==> config.mk <==
export PLATFORM = sky130hd
export DESIGN_NAME = gfx_clip_zcmp
export DESIGN_NICKNAME = d
export VERILOG_FILES = /design/src/rtl/gfx_clip_zcmp.sv
export SDC_FILE = /design/constraint.sdc
export NUM_CORES = 1
export LEC_CHECK = 0
export ABC_CLOCK_PERIOD_IN_PS = 13400
export BUFFER_PORTS_ARGS = -buffer_cell sky130_fd_sc_hd__buf_2
export CAP_MARGIN = 20
export CORE_AREA = 2 2 426 428
export CTS_CLUSTER_SIZE = 40
export DETAILED_ROUTE_END_ITERATION = 12
export DIE_AREA = 0 0 428 430
export SYNTH_ARGS = -nofsm -noshare
export SYNTH_HDL_FRONTEND = slang
export SYNTH_SLANG_ARGS = --single-unit
==> constraint.sdc <==
create_clock -name clk_i -period 13.4 [get_ports clk_i]
set_input_delay 2.68 -clock clk_i [delete_from_list [all_inputs] [get_ports clk_i]]
set_output_delay 2.68 -clock clk_i [all_outputs]
set_load 0.05 [all_outputs]
==> src/rtl/gfx_clip_zcmp.sv <==
// gfx_clip_zcmp: culls pixels against target/clip rects, then depth-tests them against the z-buffer with optional write-back
module gfx_clip_zcmp #(
   parameter int POINT_WIDTH = 16,
   parameter int Z_WIDTH     = 16,
   parameter int SW          = 256
) (
   input  logic                   clk_i,
   input  logic                   rst_i,
   input  logic                   clipping_enable_i,
   input  logic                   zbuffer_enable_i,
   input  logic                   zwrite_enable_i,
   input  logic [2:0]             zfunc_i,
   input  logic [31:0]            zbuffer_base_i,
   input  logic [POINT_WIDTH-1:0] target_size_x_i,
   input  logic [POINT_WIDTH-1:0] target_x0_i,
   input  logic [POINT_WIDTH-1:0] target_y0_i,
   input  logic [POINT_WIDTH-1:0] target_x1_i,
   input  logic [POINT_WIDTH-1:0] target_y1_i,
   input  logic [POINT_WIDTH-1:0] clip_x0_i,
   input  logic [POINT_WIDTH-1:0] clip_y0_i,
   input  logic [POINT_WIDTH-1:0] clip_x1_i,
   input  logic [POINT_WIDTH-1:0] clip_y1_i,
   input  logic                   in_write_i,
   input  logic                   in_has_z_i,
   input  logic [POINT_WIDTH-1:0] in_x_i,
   input  logic [POINT_WIDTH-1:0] in_y_i,
   input  logic [POINT_WIDTH-1:0] in_u_i,
   input  logic [POINT_WIDTH-1:0] in_v_i,
   input  logic [Z_WIDTH-1:0]     in_z_i,
   input  logic [7:0]             in_a_i,
   input  logic [31:0]            in_color_i,
   output logic                   ack_o,
   output logic                   z_request_o,
   output logic [31:0]            z_addr_o,
   input  logic                   z_ack_i,
   input  logic [SW-1:0]          z_data_i,
   input  logic                   wbm_busy_i,
   output logic                   zw_request_o,
   output logic [SW-1:0]          zw_data_o,
   output logic [SW/8-1:0]        zw_sel_o,
   input  logic                   zw_ack_i,
   output logic                   write_o,
   input  logic                   ack_i,
   output logic [POINT_WIDTH-1:0] pixel_x_o,
   output logic [POINT_WIDTH-1:0] pixel_y_o,
   output logic [POINT_WIDTH-1:0] u_o,
   output logic [POINT_WIDTH-1:0] v_o,
   output logic [Z_WIDTH-1:0]     pixel_z_o,
   output logic [7:0]             a_o,
   output logic [31:0]            color_o,
   input  logic                   stat_clear_i,
   output logic [31:0]            stat_pass_o,
   output logic [31:0]            stat_clip_o,
   output logic [31:0]            stat_zfail_o
);
   localparam int ZB   = Z_WIDTH / 8;
   localparam int ZSH  = (Z_WIDTH == 32) ? 2 : 1;
   localparam int NL   = SW / Z_WIDTH;
   localparam int OFFW = $clog2(SW / 8);
   localparam int LW   = (NL > 1) ? $clog2(NL) : 1;
   localparam logic [31:0] SAT = '1;

   typedef enum logic [2:0] {IDLE, ADDR, ZREAD, ZWRITE, OUT} state_t;

   state_t                 state_q, state_d;
   logic [POINT_WIDTH-1:0] x_q, x_d, y_q, y_d, u_q, u_d, v_q, v_d;
   logic [Z_WIDTH-1:0]     z_q, z_d;
   logic [7:0]             a_q, a_d;
   logic [31:0]            color_q, color_d;
   logic [31:0]            zaddr_q, zaddr_d;
   logic [LW-1:0]          lane_q, lane_d;
   logic [SW/8-1:0]        sel_q, sel_d;
   logic                   zreq_q, zreq_d, zwreq_q, zwreq_d, write_q, write_d, ack_q, ack_d;
   logic [31:0]            pass_q, pass_d, clip_q, clip_d, zfail_q, zfail_d;
   logic                   inc_pass, inc_clip, inc_zfail;

   logic [31:0]            pix_idx, byte_addr;
   logic [LW-1:0]          lane_n;
   logic [SW/8-1:0]        sel_n;
   logic [Z_WIDTH-1:0]     stored_z;
   logic                   z_lt, z_eq, zpass, out_tgt, out_clip, discard;
   logic [7:0]             zf_tab;

   assign pix_idx   = 32'(y_q) * 32'(target_size_x_i) + 32'(x_q);
   assign byte_addr = zbuffer_base_i + (pix_idx << ZSH);
   assign lane_n    = LW'(byte_addr[OFFW-1:0] >> ZSH);

   assign out_tgt  = in_x_i < target_x0_i || in_x_i >= target_x1_i || in_y_i < target_y0_i || in_y_i >= target_y1_i;
   assign out_clip = in_x_i < clip_x0_i || in_x_i >= clip_x1_i || in_y_i < clip_y0_i || in_y_i >= clip_y1_i;
   assign discard  = out_tgt || (clipping_enable_i && out_clip);

   // byte enables covering the z lane of the pixel being addressed
   always_comb begin
      sel_n = '0;
      for (int i = 0; i < NL; i++) if (lane_n == LW'(i)) sel_n[i*ZB +: ZB] = '1;
   end

   // stored depth picked out of the returned bus word
   always_comb begin
      stored_z = '0;
      for (int i = 0; i < NL; i++) if (lane_q == LW'(i)) stored_z = z_data_i[i*Z_WIDTH +: Z_WIDTH];
   end

   assign z_lt   = $signed(z_q) < $signed(stored_z);
   assign z_eq   = z_q == stored_z;
   assign zf_tab = {1'b1, !z_lt, !z_eq, !(z_lt || z_eq), z_lt || z_eq, z_eq, z_lt, 1'b0};
   assign zpass  = zf_tab[zfunc_i];

   // next state, latched attributes, handshakes and counter increments
   always_comb begin
      state_d   = state_q;
      x_d       = x_q;
      y_d       = y_q;
      u_d       = u_q;
      v_d       = v_q;
      z_d       = z_q;
      a_d       = a_q;
      color_d   = color_q;
      zaddr_d   = zaddr_q;
      lane_d    = lane_q;
      sel_d     = sel_q;
      zreq_d    = zreq_q;
      zwreq_d   = zwreq_q;
      write_d   = write_q;
      ack_d     = 1'b0;
      inc_pass  = 1'b0;
      inc_clip  = 1'b0;
      inc_zfail = 1'b0;
      case (state_q)
         IDLE: if (in_write_i) begin
            x_d     = in_x_i;
            y_d     = in_y_i;
            u_d     = in_u_i;
            v_d     = in_v_i;
            z_d     = in_has_z_i ? in_z_i : '0;
            a_d     = in_a_i;
            color_d = in_color_i;
            if (discard) begin
               ack_d    = 1'b1;
               inc_clip = 1'b1;
            end else if (zbuffer_enable_i && in_has_z_i) begin
               state_d = ADDR;
            end else begin
               write_d = 1'b1;
               state_d = OUT;
            end
         end
         ADDR: begin
            zaddr_d = {byte_addr[31:OFFW], {OFFW{1'b0}}};
            lane_d  = lane_n;
            sel_d   = sel_n;
            zreq_d  = !wbm_busy_i;
            state_d = ZREAD;
         end
         ZREAD: if (zreq_q && z_ack_i) begin
            zreq_d = 1'b0;
            if (!zpass) begin
               ack_d     = 1'b1;
               inc_zfail = 1'b1;
               state_d   = IDLE;
            end else if (zwrite_enable_i) begin
               zwreq_d = 1'b1;
               state_d = ZWRITE;
            end else begin
               write_d = 1'b1;
               state_d = OUT;
            end
         end else begin
            zreq_d = zreq_q || !wbm_busy_i;
         end
         ZWRITE: if (zw_ack_i) begin
            zwreq_d = 1'b0;
            write_d = 1'b1;
            state_d = OUT;
         end
         OUT: if (ack_i) begin
            write_d  = 1'b0;
            ack_d    = 1'b1;
            inc_pass = 1'b1;
            state_d  = IDLE;
         end
         default: state_d = IDLE;
      endcase
      pass_d  = stat_clear_i ? '0 : (inc_pass && pass_q != SAT) ? pass_q + 32'd1 : pass_q;
      clip_d  = stat_clear_i ? '0 : (inc_clip && clip_q != SAT) ? clip_q + 32'd1 : clip_q;
      zfail_d = stat_clear_i ? '0 : (inc_zfail && zfail_q != SAT) ? zfail_q + 32'd1 : zfail_q;
   end

   // state and datapath registers; reset clears every output immediately
   always_ff @(posedge clk_i or negedge rst_i) begin
      if (!rst_i) begin
         state_q <= IDLE;
         x_q     <= '0;
         y_q     <= '0;
         u_q     <= '0;
         v_q     <= '0;
         z_q     <= '0;
         a_q     <= '0;
         color_q <= '0;
         zaddr_q <= '0;
         lane_q  <= '0;
         sel_q   <= '0;
         zreq_q  <= 1'b0;
         zwreq_q <= 1'b0;
         write_q <= 1'b0;
         ack_q   <= 1'b0;
         pass_q  <= '0;
         clip_q  <= '0;
         zfail_q <= '0;
      end else begin
         state_q <= state_d;
         x_q     <= x_d;
         y_q     <= y_d;
         u_q     <= u_d;
         v_q     <= v_d;
         z_q     <= z_d;
         a_q     <= a_d;
         color_q <= color_d;
         zaddr_q <= zaddr_d;
         lane_q  <= lane_d;
         sel_q   <= sel_d;
         zreq_q  <= zreq_d;
         zwreq_q <= zwreq_d;
         write_q <= write_d;
         ack_q   <= ack_d;
         pass_q  <= pass_d;
         clip_q  <= clip_d;
         zfail_q <= zfail_d;
      end
   end

   assign ack_o        = ack_q;
   assign z_request_o  = zreq_q;
   assign z_addr_o     = zaddr_q;
   assign zw_request_o = zwreq_q;
   assign zw_data_o    = {NL{z_q}};
   assign zw_sel_o     = sel_q;
   assign write_o      = write_q;
   assign pixel_x_o    = x_q;
   assign pixel_y_o    = y_q;
   assign u_o          = u_q;
   assign v_o          = v_q;
   assign pixel_z_o    = z_q;
   assign a_o          = a_q;
   assign color_o      = color_q;
   assign stat_pass_o  = pass_q;
   assign stat_clip_o  = clip_q;
   assign stat_zfail_o = zfail_q;
endmodule

* Word level (Yosys, flattened, before mapping) *
Index checks and enable logic that the tools add are counted.

storage, ports and cells
  register bits after elaboration = 286
  input port bits = 567
  output and inout bits = 540
  word-level logic and storage cells = 188

cells by class
  add/subtract/negate cells = 5
  multiply operators = 1
  order comparisons = 10
  equal/unequal tests = 47
  mux-type cells = 75
  reduce and logical (&&, ||, !) cells = 32

operator list
  operator                                                          count
  16-bit two-way mux                                                17
  32-bit two-way mux                                                6
  32-bit by 1-bit adder with 32-bit output (second input constant)  3
  32-bit != test (second input constant)                            3
  16-bit < comparator                                               5
  4-bit == test (second input constant)                             16
  16-bit greater-or-equal comparator                                4
  32-bit adder                                                      1
  4-bit by 3-bit == test with 1-bit output (second input constant)  8
  2-bit two-way mux                                                 16
  31-bit by 16-bit adder with 31-bit output                         1
  16-bit by 16-bit multiplier with 31-bit output                    1
  3-bit two-way mux                                                 8
  1-bit two-way mux                                                 22
  2-bit != test (second input constant)                             9
  16-bit == test                                                    1
  4-bit by 2-bit == test with 1-bit output (second input constant)  4
  3-bit one-hot mux with 5 select lines                             1
  5-bit AND reduction                                               2
  2-bit nonzero test                                                5
  1-bit logical OR                                                  9
  9-bit AND reduction                                               1
  4-bit by 1-bit == test with 1-bit output (second input constant)  2
  4-bit logical NOT                                                 2
  13 further kinds                                                  23

* Logic depth before layout (Yosys ltp) *
  depth in word-level cells = 28
  gate-level depth with buffers = 33
  mapped depth without buffers = 31

* Least setup slack after synthesis *
Ideal clock, no wire load.

  path kind = input port to flip-flop
  start = in target_size_x_i[6]
  end = reg zaddr_q[30], in the netlist z_addr_o[30]
  library setup time = 0.135 ns
  data arrival time = 9.811 ns
  data required time = 13.265 ns
  setup slack = 3.453 ns
  cell stages on the path = 31
  path buffers = 1
  cells stage by stage = clkbuf_1 and2_1 fa_1 inv_1 fa_1 fa_1 fa_1 inv_1 fa_1 inv_1 fa_1 inv_1 ha_1 a21oi_1 a21oi_1 a211o_1 o41a_1 o21a_1 o21a_1 o21ai_0 nand3_1 o311ai_0 ha_1 and3_1 and2_1 a221o_1 nand2_1 inv_1 a41oi_1 a211o_1 o211ai_1

on the way
  word-level cells in the longest chain between the ends = 3

ends and longest elaborated chain
  what                                            line  RTL
  from (decl)                                     14    input logic [POINT_WIDTH-1:0] target_size_x_i,
  16-bit by 16-bit multiplier with 31-bit output  84    assign pix_idx = 32'(y_q) * 32'(target_size_x_i) + 32'(x_q);
  31-bit by 16-bit adder with 31-bit output       84
  32-bit adder                                    85    assign byte_addr = zbuffer_base_i + (pix_idx << ZSH);
  to (signal assigned)                            219   zaddr_q <= zaddr_d;
  to (decl)                                       70    logic [31:0] zaddr_q, zaddr_d;

No other way between the ends.
A chain may end at the register's enable or synchronous reset.

* Worst setup path in the final report *
  start = in target_size_x_i[3]
  end = reg zaddr_q[30], in the netlist z_addr_o[30]

The elaborated chain is that of the path after synthesis.

==> summary.md <==
| Metric | Value |
|---|---|
| Synth warn | `0` |
| FF+latch area | `6760 sq um` |
| CP Capture Type | `flip-flop` |
| Number of DRC markers in iteration 0 | `2099` |
| Die height | `430 microns` |
| Ys async rst share | `100%` |
| Top cells by count, synth | `598 x nand2_1, 447 x inv_1, 277 x buf_4, 277 x ha_1, 270 x dfrtp_1` |
| # rows | `156` |
| Core Area | `180000 sq um` |
| Filler cells | `19900` |
| Hold_buf cts | `0` |
| Tcrit/Tclk final | `77.1%` |
| Pre-antenna DRT Iters | `5` |
| Final Hold Fails | `0` |
| Status | `complete, no violations` |
| Setup WS pre-CTS | `2.41 ns` |
| Clock transition at path regs | `0.06 ns` |
| Top post-synthesis cells by area | `dfrtp_1 23%, fa_1 14%, ha_1 12%, nand2_1 7.6%, buf_4 7.0%` |
| Root Driver | `clkbuf_16` |
| # IOs | `1107` |
| Most frequent CP cell | `fa_1` |
| DR DRC count | `0` |
| Setup_tns | `0 ns` |
| Post-CTS setup buffers | `0` |
| Area of the mapped netlist | `29500 sq um` |
| Post-Place Cell Area | `35800 sq um` |
| Initial antenna violation count | `64` |
| GR Overflow Total | `0` |
| Wire per inst | `22.2 microns` |
| Area added between synthesis and finish | `26.3%` |
| Worst-case clock buffer depth | `3` |
| Area leader, netlist | `dfrtp_1` |
| Max_slew headroom | `22.0%` |
| Post-DR vias/cell | `4.25` |
| Setup ws final | `3.07 ns` |
| Die area | `184000 sq um` |
| Flops & latches, synth | `270` |
| Worst-margin pin slew | `1.14 ns` |
| Fin area | `37300 sq um` |
| DR vias | `28700` |
| Minimum clock period | `10.33 ns` |
| Hold WC Path Type | `flip-flop to flip-flop` |
| Yosys top cell area share | `22.9%` |
| Mean Syn Cell Area | `8.29 sq um` |
| GP Congestion | `0.982` |
| Depth of the CTS H-tree | `2` |
| Total wire length | `150000 microns` |
| Arrival @ worst endpoint | `10.84 ns` |
| Vias in the first global route | `27500` |
| TritonCTS Buffers | `39` |
| Clock skew | `0.0229 ns` |
| Max Freq | `96.8 MHz` |
| Max Slew Vio Count | `0` |
| ANT nets after route | `0` |
| Final setup viols | `0` |
| Critical path fanouts, max | `16` |
| Slowest CP cell | `fa_1` |
| Largest net degree at the start of global routing | `101` |
| GRT Resource Usage Total | `15.7%` |
| Distinct cell type count after synthesis | `79` |
| Critical Path Source Type | `input pin` |
| CTS tree | `built` |
| Mapped Cells | `3563` |
| Die width | `428 microns` |
| Clock sinks | `270` |
| First-pass GRT wire length | `207000 microns` |
| Worst stage delay on the critical path | `0.60 ns` |
| Most numerous cell in the Yosys netlist | `nand2_1` |
| Area of the multi-input gates | `18500 sq um` |
| Share of cells above drive strength 1 | `29.2%` |
| Unrepaired setup endpoints after global routing | `no` |
| Clock Latency Late Sink | `0.64 ns` |
| Max cap viols | `0` |
| Initial core utilization | `16.4%` |
| Port bufs | `1100` |
| Critical path class | `input pin to flip-flop` |
| Layout Nets | `5398` |
| DP HPWL | `125000 microns` |
| Post-synth EDFFs | `0` |
| CTS resizes | `0` |
| Synth Flop Type | `dfrtp_1` |
| Hold WS | `0.466 ns` |
| Register area share after synthesis | `22.9%` |
| CP Data Required Time | `13.91 ns` |
-- kinds of logic (layout without fill, tap and decap cells) --
| group | after synthesis | count (layout) | synth area share [%] |
|---|---|---|---|
| multiplexers | 52 | 52 | 1.99 |
| AND/OR/NAND/NOR | 1260 | 1260 | 20.1 |
| AO/OA/AOI/OAI | 536 | 536 | 11.7 |
| flip-flops | 270 | 270 | 22.9 |
| adder cells (fa/ha/maj) | 487 | 487 | 26.0 |
| buffers and inverters | 863 | 1671 | 14.5 |
| XOR/XNOR | 94 | 94 | 2.84 |
| other | 1 | 29 | 0.0127 |
-- metrics by stage --
| step | cells | utilization (%) |
|---|---|---|
| 2_1_floorplan | 3567 | - |
| 3_3_place_gp | 6670 | 19.9 |
| 3_5_place_dp | 6670 | 19.9 |
| 4_1_cts | 6742 | 20.7 |
| 5_1_grt | 6757 | 20.7 |
| 6_report | 6769 | 20.7 |
-- flip-flops by register name (all words and copies together), names as in the netlist --
| name | flops |
|---|---|
| stat_zfail_o | 32 |
| u_o | 16 |
| stat_clip_o | 32 |
| pixel_x_o | 16 |
| ack_o | 1 |
| a_o | 8 |
| zw_sel_o | 16 |
| z_addr_o | 27 |
| write_o | 1 |
| pixel_z_o | 16 |
| state_q | 3 |
| zw_request_o | 1 |
| lane_q | 4 |
| z_request_o | 1 |
| stat_pass_o | 32 |
| v_o | 16 |
| pixel_y_o | 16 |
| color_o | 32 |
-- cell type report --
cell class | count | area share (%)
clock buffers | 51 | 2.90
well taps | 2370 | 7.95
repair buffers | 1152 | 16.0
multi-input cells | 2434 | 49.7
diodes | 24 | 0.161
flip-flops and latches | 270 | 18.1
clock inverters | 21 | 0.614
inverters | 447 | 4.50
-- layout by cell type (no fill, tap or decap), types with 32 or more instances in the layout --
cell / count
nand4_1: 52
inv_1: 447
a21o_1: 44
nor3_1: 35
xnor2_1: 52
o21ai_0: 155
and2_1: 117
clkbuf_16: 39
buf_2: 1099
nor2_1: 154
fa_1: 210
ha_1: 277
buf_4: 49
a21oi_1: 120
nor4_1: 34
xor2_1: 40
nand3_1: 91
a22oi_1: 52
dfrtp_1: 267
mux2_2: 32
nor2b_1: 37
and3_1: 38
nand2_1: 597
-- worst paths after layout --
kind	from	cells past startpoint	to	slack, ns
min in group asynchronous	rst_i	1	pixel_z_o[4]	2.08
worst min-delay path	color_o[1]	2	color_o[1]	0.47
max in group asynchronous	rst_i	3	zw_sel_o[19]	9.17
worst max register to register	pixel_y_o[10]	29	z_addr_o[30]	4.55
worst max-delay path	target_size_x_i[3]	30	z_addr_o[30]	3.07
worst min register to register	color_o[1]	2	color_o[1]	0.47
-- routing by layer --
metal  vias up  GRT usage [%]  routed length [microns]
li1      13100              -                        -
met1     14200           20.4                    63800
met2      1106           25.0                    69100
met3       221           4.38                    12200
met4        54           4.98                     4900
met5         -              0                      335
-- critical path: cells and delay by family --
family	cells	cell delay, ns
AOI/OAI and AO/OA	11	2.61
xor gates and xnor gates	1	0.40
and+or+nand+nor	5	0.74
adders and majority gates	8	3.85
buffers and inverters	5	0.55
Power is left out: the tool's default activity adds up to more than one toggle a clock period on the data nets, which glitch-free logic cannot reach.
